File: src/rtl/uart_pkg.sv
// Shared encodings and helpers for the parametrised UART with TX/RX FIFOs.
package uart_pkg;

    localparam int PAR_NONE = 0;
    localparam int PAR_ODD  = 1;
    localparam int PAR_EVEN = 2;

    typedef enum logic [2:0] {TX_IDLE, TX_START, TX_DATA, TX_PARITY, TX_STOP} tx_state_e;
    typedef enum logic [2:0] {RX_IDLE, RX_START, RX_DATA, RX_PARITY, RX_STOP} rx_state_e;

    // A zero divisor would stall the tick generator, so it behaves as 1.
    function automatic logic [15:0] div_eff(input logic [15:0] d);
        return (d == 16'd0) ? 16'd1 : d;
    endfunction

    function automatic logic [15:0] default_divisor(input int clk_freq, input int baud);
        return 16'(clk_freq / baud / 16);
    endfunction

endpackage

File: src/rtl/uart_sync_fifo.sv
// Single-clock FIFO, show-ahead read; pointers carry an extra wrap bit for full/empty.
module uart_sync_fifo #(
    parameter int WIDTH = 8,
    parameter int DEPTH = 16
) (
    input  logic             clk,
    input  logic             rst_n,
    input  logic             wr_i,
    input  logic [WIDTH-1:0] wdata_i,
    input  logic             rd_i,
    output logic [WIDTH-1:0] rdata_o,
    output logic             full_o,
    output logic             empty_o
);
    localparam int AW = $clog2(DEPTH);

    logic [AW:0]      wptr_q, rptr_q;
    logic [WIDTH-1:0] mem_q [DEPTH];
    logic             do_wr, do_rd;

    assign empty_o = (wptr_q == rptr_q);
    assign full_o  = (wptr_q[AW] != rptr_q[AW]) && (wptr_q[AW-1:0] == rptr_q[AW-1:0]);
    assign do_rd   = rd_i && !empty_o;
    // A pop in the same cycle frees the slot, so a push into a full FIFO still lands.
    assign do_wr   = wr_i && (!full_o || do_rd);
    assign rdata_o = empty_o ? '0 : mem_q[rptr_q[AW-1:0]];

    always_ff @(posedge clk or negedge rst_n) begin
        if (!rst_n) begin
            wptr_q <= '0;
            rptr_q <= '0;
        end else begin
            if (do_wr) wptr_q <= wptr_q + 1'b1;
            if (do_rd) rptr_q <= rptr_q + 1'b1;
        end
    end

    always_ff @(posedge clk) begin
        if (do_wr) mem_q[wptr_q[AW-1:0]] <= wdata_i;
    end

endmodule

File: src/rtl/uart_fifo_param.sv
// UART transceiver with programmable 16x-oversample divisor and TX/RX FIFOs.
module uart_fifo_param
    import uart_pkg::*;
#(
    parameter int CLK_FREQ   = 100000000,
    parameter int BAUD       = 115200,
    parameter int DATA_BITS  = 8,
    parameter int PARITY     = 0,
    parameter int STOP_BITS  = 1,
    parameter int FIFO_DEPTH = 16
) (
    input  logic        sys_clk,
    input  logic        sys_rst_n,
    input  logic        uart_rx,
    output logic        uart_tx,
    input  logic [15:0] divisor_in,
    input  logic        divisor_wr,
    input  logic [7:0]  tx_data,
    input  logic        tx_wr,
    output logic        tx_full,
    output logic        tx_irq,
    output logic [7:0]  rx_data,
    output logic        rx_perr,
    output logic        rx_ferr,
    output logic        rx_empty,
    input  logic        rx_rd,
    output logic        rx_irq,
    output logic        rx_overrun,
    input  logic        err_clr
);
    localparam logic [15:0] DIV_RST = default_divisor(CLK_FREQ, BAUD);
    localparam logic [7:0]  DMASK   = 8'((1 << DATA_BITS) - 1);
    localparam logic [2:0]  DLAST   = 3'(DATA_BITS - 1);
    localparam logic [2:0]  SLAST   = 3'(STOP_BITS - 1);
    localparam logic        PAR_INV = (PARITY == PAR_ODD);

    logic [15:0] div_q, cnt_q;
    logic        tick;

    assign tick = (cnt_q == 16'd0);

    always_ff @(posedge sys_clk or negedge sys_rst_n) begin
        if (!sys_rst_n) begin
            div_q <= DIV_RST;
            cnt_q <= div_eff(DIV_RST) - 16'd1;
        end else if (divisor_wr) begin
            div_q <= divisor_in;
            cnt_q <= div_eff(divisor_in) - 16'd1;
        end else if (tick) begin
            cnt_q <= div_eff(div_q) - 16'd1;
        end else begin
            cnt_q <= cnt_q - 16'd1;
        end
    end

    tx_state_e  tx_state_q, tx_state_d;
    logic [3:0] tx_tick_q, tx_tick_d;
    logic [2:0] tx_bit_q, tx_bit_d;
    logic [7:0] tx_sh_q, tx_sh_d, tx_head;
    logic       tx_par_q, tx_par_d, tx_line_q, tx_line_d;
    logic       tx_pop, tx_done, tx_empty, tx_bit_end, tx_irq_q;

    uart_sync_fifo #(.WIDTH(8), .DEPTH(FIFO_DEPTH)) u_tx_fifo (
        .clk(sys_clk), .rst_n(sys_rst_n), .wr_i(tx_wr), .wdata_i(tx_data),
        .rd_i(tx_pop), .rdata_o(tx_head), .full_o(tx_full), .empty_o(tx_empty)
    );

    assign tx_bit_end = tick && (tx_tick_q == 4'd15);

    always_comb begin
        tx_state_d = tx_state_q;
        tx_tick_d  = tx_tick_q;
        tx_bit_d   = tx_bit_q;
        tx_sh_d    = tx_sh_q;
        tx_par_d   = tx_par_q;
        tx_pop     = 1'b0;
        tx_done    = 1'b0;
        if (tick && tx_state_q != TX_IDLE) tx_tick_d = tx_tick_q + 4'd1;
        case (tx_state_q)
            TX_IDLE:   if (tick && !tx_empty) tx_pop = 1'b1;
            TX_START:  if (tx_bit_end) begin
                tx_state_d = TX_DATA;
                tx_bit_d   = 3'd0;
            end
            TX_DATA:   if (tx_bit_end) begin
                tx_sh_d  = tx_sh_q >> 1;
                tx_bit_d = tx_bit_q + 3'd1;
                if (tx_bit_q == DLAST) begin
                    tx_state_d = (PARITY != PAR_NONE) ? TX_PARITY : TX_STOP;
                    tx_bit_d   = 3'd0;
                end
            end
            TX_PARITY: if (tx_bit_end) begin
                tx_state_d = TX_STOP;
                tx_bit_d   = 3'd0;
            end
            TX_STOP:   if (tx_bit_end) begin
                tx_bit_d = tx_bit_q + 3'd1;
                if (tx_bit_q == SLAST) begin
                    tx_state_d = TX_IDLE;
                    // Chain straight into the next frame so there is no idle gap.
                    if (!tx_empty) tx_pop = 1'b1;
                    else           tx_done = 1'b1;
                end
            end
            default:   tx_state_d = TX_IDLE;
        endcase
        if (tx_pop) begin
            tx_state_d = TX_START;
            tx_tick_d  = 4'd0;
            tx_sh_d    = tx_head & DMASK;
            tx_par_d   = (^(tx_head & DMASK)) ^ PAR_INV;
        end
    end

    always_comb begin
        tx_line_d = 1'b1;
        case (tx_state_d)
            TX_START:  tx_line_d = 1'b0;
            TX_DATA:   tx_line_d = tx_sh_d[0];
            TX_PARITY: tx_line_d = tx_par_d;
            default:   tx_line_d = 1'b1;
        endcase
    end

    always_ff @(posedge sys_clk or negedge sys_rst_n) begin
        if (!sys_rst_n) begin
            tx_state_q <= TX_IDLE;
            tx_tick_q  <= 4'd0;
            tx_bit_q   <= 3'd0;
            tx_sh_q    <= 8'd0;
            tx_par_q   <= 1'b0;
            tx_line_q  <= 1'b1;
            tx_irq_q   <= 1'b0;
        end else begin
            tx_state_q <= tx_state_d;
            tx_tick_q  <= tx_tick_d;
            tx_bit_q   <= tx_bit_d;
            tx_sh_q    <= tx_sh_d;
            tx_par_q   <= tx_par_d;
            tx_line_q  <= tx_line_d;
            tx_irq_q   <= tx_done;
        end
    end

    assign uart_tx = tx_line_q;
    assign tx_irq  = tx_irq_q;

    rx_state_e  rx_state_q, rx_state_d;
    logic [3:0] rx_tick_q, rx_tick_d;
    logic [2:0] rx_bit_q, rx_bit_d;
    logic [7:0] rx_sh_q, rx_sh_d;
    logic       rx_s1_q, rx_s2_q, rx_prev_q, rx_perr_q, rx_perr_d;
    logic       rx_sample, rx_push, rx_full, rx_ovf, rx_irq_q, rx_ovr_q;
    logic [9:0] rx_head;

    // START samples at its 8th tick (mid-bit); every later bit is 16 ticks on.
    assign rx_sample = tick && (rx_tick_q == ((rx_state_q == RX_START) ? 4'd7 : 4'd15));

    always_comb begin
        rx_state_d = rx_state_q;
        rx_tick_d  = rx_tick_q;
        rx_bit_d   = rx_bit_q;
        rx_sh_d    = rx_sh_q;
        rx_perr_d  = rx_perr_q;
        rx_push    = 1'b0;
        if (tick) rx_tick_d = rx_tick_q + 4'd1;
        case (rx_state_q)
            RX_IDLE: begin
                rx_tick_d = 4'd0;
                if (rx_prev_q && !rx_s2_q) rx_state_d = RX_START;
            end
            RX_START:  if (rx_sample) begin
                rx_tick_d = 4'd0;
                if (rx_s2_q) begin
                    rx_state_d = RX_IDLE;
                end else begin
                    rx_state_d = RX_DATA;
                    rx_bit_d   = 3'd0;
                    rx_sh_d    = 8'd0;
                    rx_perr_d  = 1'b0;
                end
            end
            RX_DATA:   if (rx_sample) begin
                rx_sh_d[rx_bit_q] = rx_s2_q;
                rx_bit_d = rx_bit_q + 3'd1;
                if (rx_bit_q == DLAST)
                    rx_state_d = (PARITY != PAR_NONE) ? RX_PARITY : RX_STOP;
            end
            RX_PARITY: if (rx_sample) begin
                rx_perr_d  = rx_s2_q != ((^rx_sh_q) ^ PAR_INV);
                rx_state_d = RX_STOP;
            end
            RX_STOP:   if (rx_sample) begin
                rx_push    = 1'b1;
                rx_state_d = RX_IDLE;
            end
            default:   rx_state_d = RX_IDLE;
        endcase
    end

    uart_sync_fifo #(.WIDTH(10), .DEPTH(FIFO_DEPTH)) u_rx_fifo (
        .clk(sys_clk), .rst_n(sys_rst_n), .wr_i(rx_push), .wdata_i({!rx_s2_q, rx_perr_q, rx_sh_q}),
        .rd_i(rx_rd), .rdata_o(rx_head), .full_o(rx_full), .empty_o(rx_empty)
    );

    assign rx_ovf = rx_push && rx_full && !rx_rd;

    always_ff @(posedge sys_clk or negedge sys_rst_n) begin
        if (!sys_rst_n) begin
            rx_s1_q    <= 1'b1;
            rx_s2_q    <= 1'b1;
            rx_prev_q  <= 1'b1;
            rx_state_q <= RX_IDLE;
            rx_tick_q  <= 4'd0;
            rx_bit_q   <= 3'd0;
            rx_sh_q    <= 8'd0;
            rx_perr_q  <= 1'b0;
            rx_irq_q   <= 1'b0;
            rx_ovr_q   <= 1'b0;
        end else begin
            rx_s1_q    <= uart_rx;
            rx_s2_q    <= rx_s1_q;
            rx_prev_q  <= rx_s2_q;
            rx_state_q <= rx_state_d;
            rx_tick_q  <= rx_tick_d;
            rx_bit_q   <= rx_bit_d;
            rx_sh_q    <= rx_sh_d;
            rx_perr_q  <= rx_perr_d;
            rx_irq_q   <= rx_push && !rx_ovf;
            if (rx_ovf)       rx_ovr_q <= 1'b1;
            else if (err_clr) rx_ovr_q <= 1'b0;
        end
    end

    assign rx_data    = rx_head[7:0];
    assign rx_perr    = rx_head[8];
    assign rx_ferr    = rx_head[9];
    assign rx_irq     = rx_irq_q;
    assign rx_overrun = rx_ovr_q;

endmodule

File: config.mk
export PLATFORM = sky130hd
export DESIGN_NAME = uart_fifo_param
export DESIGN_NICKNAME = d
export VERILOG_FILES = /design/src/rtl/uart_pkg.sv /design/src/rtl/uart_sync_fifo.sv /design/src/rtl/uart_fifo_param.sv
export SDC_FILE = /design/constraint.sdc
export NUM_CORES = 1
export LEC_CHECK = 0
export BUFFER_PORTS_ARGS = -buffer_cell sky130_fd_sc_hd__buf_4
export CORE_ASPECT_RATIO = 1.5
export CORE_MARGIN = 4
export CORE_UTILIZATION = 40
export CTS_BUF_LIST = sky130_fd_sc_hd__clkbuf_16
export DETAILED_ROUTE_END_ITERATION = 7
export SLEW_MARGIN = 40
export SYNTH_ARGS = -nofsm -noshare
export SYNTH_HDL_FRONTEND = slang
export SYNTH_SLANG_ARGS = --single-unit
File: constraint.sdc
create_clock -name sys_clk -period 2.8 [get_ports sys_clk]
set_input_delay 0.42 -clock sys_clk [delete_from_list [all_inputs] [get_ports sys_clk]]
set_output_delay 0.42 -clock sys_clk [all_outputs]
set_load 0.005 [all_outputs]
## Word-level counts from Yosys, hierarchy flattened

Memories as Yosys holds them, arrays and structs flattened.
Cells that the tools add are included.
Widths: inputs -> output; s select.

| word-level totals | value |
|---|---|
| input bits | 31 |
| bits in latches | 0 |
| memories kept | 2 |
| memory bits (read-only) | 0 |
| logic and storage cells | 187 |
| bits in writable memories | 288 |
| flip-flop bits (word level) | 97 |

Memory list:

| name | words | width | read ports | clocked after Yosys merged registers in | wr ports | line | source |
|---|---|---|---|---|---|---|---|
| u_rx_fifo.mem_q | 16 | 10 | 1 | 0 | 1 | uart_sync_fifo.sv:18 | `logic [WIDTH-1:0] mem_q [DEPTH];` |
| u_tx_fifo.mem_q | 16 | 8 | 1 | 0 | 1 | uart_sync_fifo.sv:18 |  |

| operators by class | value |
|---|---|
| divide/modulo/power cells | 0 |
| add/subtract/negate cells | 11 |
| bitwise logic cells | 0 |
| shift operators | 0 |
| eq/ne operators | 32 |
| $mul | 0 |
| reduce and logical (&&, ||, !) cells | 46 |
| $lt $le $gt $ge | 2 |
| multiplexer cells | 70 |

Operator list:

| kind | number |
|---|---|
| $mux 16 | 4 |
| $mux 3 | 20 |
| $mux 8 | 7 |
| $logic_not 16->1 | 3 |
| $sub 16x1->16 const B | 3 |
| $pmux 3 s5 | 2 |
| $mux 1 | 21 |
| $add 5x1->5 const B | 4 |
| $mux 4 | 5 |
| $eq 3x2->1 const B | 6 |
| $ne 2x2->1 const B | 9 |
| $pmux 8 s2 | 1 |
| $reduce_xor 8->1 | 2 |
| $logic_and 1x1->1 | 15 |
| $eq 3x3->1 const B | 4 |
| $eq 4x4->1 | 3 |
| $reduce_and 4->1 | 3 |
| $reduce_bool 2->1 | 6 |
| $eq 5x5->1 | 2 |
| $mux 10 | 1 |
| $eq 3x1->1 const B | 3 |
| $logic_not 3->1 | 3 |
| $pmux 3 s3 | 1 |
| $add 4x1->4 const B | 2 |
| 19 further kinds | 31 |

## Depth between registers and ports, before layout

| depth | value |
|---|---|
| word-level depth | 10 |
| mapped depth | 12 |

## Hierarchy

A second synthesis with hierarchy kept.

| unflattened totals | value |
|---|---|
| cells, all modules | 1020 |
| area total of the unflattened synthesis | 16662.2 um2 |

By module, submodules not included:

| module | times used | area an instance (um2) | cells each |
|---|---|---|---|
| uart_sync_fifo (u_rx_fifo) | 1 | 6862.8 | 320 |
| uart_sync_fifo (u_tx_fifo) | 1 | 5620.4 | 271 |
| uart_fifo_param | 1 | 4179.0 | 429 |

## Worst setup path after synthesis

No wires, ideal clock.

| timing path | value |
|---|---|
| path type | reg2reg |
| start | register cnt_q[12] |
| end | memory u_rx_fifo.mem_q[0][0], enable pin |
| data required time | 2410 ps |
| library setup time | 390 ps |
| stages on the path, launching flop included | 9 |
| arrival time | 2517 ps |
| setup slack | -106 ps |
| cell sequence | dfrtp_1 nor4_1 and4_1 buf_6 buf_12 nand4b_4 nor3b_4 nand2_1 nor3_1 |

| on the way | value |
|---|---|
| longest elaborated chain between the ends | 7 |

Ends and longest elaborated chain:

| item | line | source |
|---|---|---|
| from (decl) | uart_fifo_param.sv:37 | `logic [15:0] div_q, cnt_q;` |
| from (signal assigned) | uart_fifo_param.sv:45 | `cnt_q <= div_eff(DIV_RST) - 16'd1;` |
| from (signal assigned) | uart_fifo_param.sv:48 | `cnt_q <= div_eff(divisor_in) - 16'd1;` |
| from (signal assigned) | uart_fifo_param.sv:50 | `cnt_q <= div_eff(div_q) - 16'd1;` |
| $logic_not 16->1 | uart_fifo_param.sv:40 | `assign tick = (cnt_q == 16'd0);` |
| $logic_and 1x1->1 | uart_fifo_param.sv:158 | `assign rx_sample = tick && (rx_tick_q == ((rx_state_q == RX_START) ? 4'd7 : 4'd15));` |
| $mux 1 | uart_fifo_param.sv:194 | `RX_STOP: if (rx_sample) begin` |
| $mux 1 | uart_fifo_param.sv:168 | `case (rx_state_q)` |
| $logic_and 1x1->1 | uart_sync_fifo.sv:25 | `assign do_wr = wr_i && (!full_o \|\| do_rd);` |
| $mux 1 | uart_sync_fifo.sv:39 | `if (do_wr) mem_q[wptr_q[AW-1:0]] <= wdata_i;` |
| $mux 1 (implied by the code) | uart_sync_fifo.sv:39 |  |
| to (decl) | uart_sync_fifo.sv:18 |  |

Every way passes these cells.

## Final worst setup path

| timing path | value |
|---|---|
| start | register u_rx_fifo.rptr_q[0] |
| end | output port rx_data[5] |

| on the way | value |
|---|---|
| longest elaborated chain between the ends | 2 |

Ends and longest elaborated chain:

| item | line | source |
|---|---|---|
| from (decl) | uart_sync_fifo.sv:17 | `logic [AW:0] wptr_q, rptr_q;` |
| from (signal assigned) | uart_sync_fifo.sv:34 | `if (do_rd) rptr_q <= rptr_q + 1'b1;` |
| $mem_v2 16x10 / $eq 5x5->1 (equally long branches) | n/a |  |
| $mux 10 (*) | uart_sync_fifo.sv:26 | `assign rdata_o = empty_o ? '0 : mem_q[rptr_q[AW-1:0]];` |
| to (decl) | uart_fifo_param.sv:22 | `output logic [7:0] rx_data,` |

Every way passes the cells marked *; elsewhere a longest branch is shown, timed or not.

==> results by group <==
Status
  • Status: finished, violations left
  • Violated checks: setup timing

Layout
  • Finished Cell Area: roughly 19000 sq um
  • Share of layout cells above drive strength 1: 26.7%
  • NumNets Final: around 1.1k
  • Fillers: between 3k and 4k
  • Antenna cells: 0
  • Syn-to-layout area delta: 16.8%

STA
  • Setup ws final: -0.145 ns
  • Clock period minus worst slack: about 2.9 ns
  • Slew @ Worst Pin: just under 0.7 ns
  • Slew margin rel.: between 50 and 60%
  • Clk_skew: about 0.022 ns
  • Post-route setup TNS: -1.30 ns
  • Period Utilization, post-route: 105%
  • Achievable Freq: approximately 340 MHz
  • Final Max Tran Viols: 0
  • Setup violators final: 10
  • RSZ-0062 raised after global routing: yes
  • Final hold viol count: 0

Detailed routing
  • Via count: 8305
  • Via-per-instance ratio: between 5 and 6
  • Antenna-violating nets left: 0
  • Post-DR wirelength/cell: around 20 microns
  • Detailed Routing Iterations Pass 1: 7
  • DRC: 0
  • DRT Wirelength: ~32 mm
  • Detailed router's first-iteration violation count: approximately 500

Clock network
  • H-tree levels: 2
  • # clock sinks: 385
  • Clock tree from TritonCTS: yes
  • Clock-pin slew on the worst setup and hold paths: about 0.06 ns
  • Worst skew pair latency: between 0.5 and 0.6 ns
  • TritonCTS Buffers: 37
  • Clock buffer depth: 3
  • Root buffer cell: clkbuf_16

Synth
  • Post-Syn Instances: between 900 and 1k
  • Async S/R FF share, synth: ~25%
  • Synth Cell Area: 16200 sq um
  • Ys Warns: 0
  • Post-synthesis sequential area ratio: about two thirds
  • Synth top area share: 53.4%
  • Commonest cells in the synthesized netlist: edfxtp_1, dfrtp_1, mux4_2, nand2_1, o21ai_0
  • Post-synth EDFFs: 288
  • Post-synth top area cell: edfxtp_1
  • Post-Syn Area per Cell: between 15 and 20 sq um
  • Syn_nets: about 1.0k
  • Post-synthesis register bit count: slightly below 400
  • Dominant cells by area after synthesis: edfxtp_1, dfrtp_1, mux4_2, xnor2_1, dfstp_2
  • Most numerous cell in the Yosys netlist: edfxtp_1
  • Top_reg_cell synth: edfxtp_1
  • Synth unique cells: 66

Worst setup path
  • Data required, critical path: 2.38 ns
  • WP data arrival: around 2.5 ns
  • Critical path origin: u_rx_fifo.rptr_q[0]
  • CP Launch Type: flip-flop
  • CP Capture Type: primary output
  • Worst Path Buf+Inv: 3
  • Worst-path cell chain: buf_12 > buf_12 > mux4_2 > mux4_2 > nor2b_1 > buf_4
  • Critical path type: reg -> out
  • CP delay by family, top: multiplexers
  • Worst-path maximum fanout: 8
  • Worst r2r src: cnt_q[3]
  • Slowest cell on crit path: mux4_2
  • Largest stage delay on the critical path: roughly 0.56 ns

Floorplanning
  • Die X: between 150 and 200 microns
  • Num ports: 47
  • Starting density of the core: around two fifths
  • Cell Rows: 90
  • Core Region: ~40000 sq um
  • Die area: approximately 44000 sq um
  • Die Ht: between 200 and 300 microns

Global routing
  • Largest net degree at the start of global routing: between 40 and 50
  • Vias in the first global route: 8957
  • GRT overflow: 0
  • GRT Overall Usage: 14.9%
  • First-pass GRT wire length: 50.5 mm
  • Antenna violations before repair: 0

Place
  • DP Area: around 18000 sq um
  • Placer Congestion: 0.778
  • Post-DP HPWL: 22.0 mm
  • I/O Buffers: 46

Hold path
  • Launch point of the worst hold path: err_clr
  • Worst min path class: in -> reg

Flow run
  • Max-Cap Viols: 0

Pwr
  • PD cells: between 700 and 800 nW/um^2
  • Design Power: 13.8 mW
  • Leakage: between 7 and 8 nW
  • Maximum vdd ir drop: about 0.59 mV
where the power goes:
part | switching (mW) | total, mW | leakage [nW] | internal (mW)
Sequential | 0.189 | 6.64 | 4.20 | 6.45
Clock | 2.08 | 5.15 | 0.656 | 3.07
Combinational | 0.995 | 1.96 | 2.33 | 0.970
Total | 3.27 | 13.8 | 7.19 | 10.5
sequential cells by signal, summed over array words and instances, names as in the netlist, 5 cells and up:
register,count
u_rx_fifo.mem_q,160
u_tx_fifo.mem_q,128
cnt_q,16
div_q,16
rx_sh_q,8
tx_sh_q,8
u_rx_fifo.rptr_q,5
u_rx_fifo.wptr_q,5
u_tx_fifo.rptr_q,5
u_tx_fifo.wptr_q,5
path summary, 6_finish.rpt:
kind | to | slack, ns | depth (start not counted)
setup reg to reg | u_rx_fifo.mem_q[15][3] | 0.19 | 8
hold / removal | rx_overrun | 0.09 | 2
min in group asynchronous | div_q[9] | 0.42 | 2
max in group asynchronous | uart_tx | 1.70 | 3
hold reg to reg | rx_s2_q | 0.36 | 0
setup / recovery | rx_data[5] | -0.14 | 6
metrics by stage:
step / cells / hold WS [ns] / setup slack, ns / utilization [%]
after floorplan: 971 / 0.124 / 0.145 / -
after global placement: 1536 / 0.347 / 0.136 / 43.7
after detailed placement: 1536 / 0.347 / 0.0798 / 43.7
after CTS: 1608 / 0.0643 / -0.209 / 47.0
after global routing: 1611 / 0.0852 / -0.222 / 47.2
final: 1611 / 0.0851 / -0.145 / 47.2
layout make-up:
cell class | count | area, sq um | area share, %
flip-flops and latches | 385 | 11100 | 58.7
multi-input cells | 511 | 4780 | 25.3
repair buffers | 118 | 1050 | 5.57
clock buffers | 37 | 926 | 4.90
well taps | 506 | 633 | 3.35
clock inverters | 31 | 339 | 1.79
inverters | 23 | 86.3 | 0.457
worst register-to-register path, stage by stage (launching register included):
cell and delay [ns]:
dfrtp_1 0.38, nor4_1 0.32, and4_1 0.33, buf_4 0.24, nand4b_4 0.14, nor3b_4 0.29, buf_4 0.18, nand2_4 0.08
nor2_4 0.31
logic make-up (layout without fill, tap and decap cells):
kind of cell	count (synthesis)	in the layout	synth area share (%)
simple gates	212	212	7.17
fa+ha+maj	18	18	1.39
xor+xnor	60	60	3.29
flops	385	385	68.5
mux	103	103	12.8
compound gates	118	118	4.69
buf+inv	75	209	2.18
per-layer routing:
layer  GRT usage (%)  part of all wire, %  wire, microns
met1            17.6                   39          12600
met2            28.1                   56          18100
met3            2.16                  2.8            922
met4            4.20                  2.2            719
met5               0                    0              0
placed cells by master, fill, tap and decap left out, types with 10 or more instances in the layout:
cell type / instances
inv_1: 32
o21ai_0: 46
ha_1: 18
nand2b_1: 12
dfrtp_1: 82
nand2_1: 55
a22oi_1: 15
and2_1: 14
dfstp_2: 12
a21oi_1: 17
nor3_1: 11
nor2_1: 41
xor2_1: 17
xnor2_1: 42
clkbuf_16: 39
mux4_2: 82
mux2i_1: 10
mux2_2: 11
edfxtp_1: 288
buf_4: 104
nor2b_1: 15
nor4_1: 11
what timing repair did:
| action | in CTS | in global routing |
|---|---|---|
| gates resized for setup | 1 | 5 |
| pin swaps | 0 | 1 |
| hold buffers | 2 | 0 |
| buffers inserted | 1 | 2 |
| endpoints found under the hold margin | 32 | 0 |
| endpoints found under the setup margin | 10 | 146 |
| gates cloned | 1 | 2 |
Power figures use the tool's default switching activity.
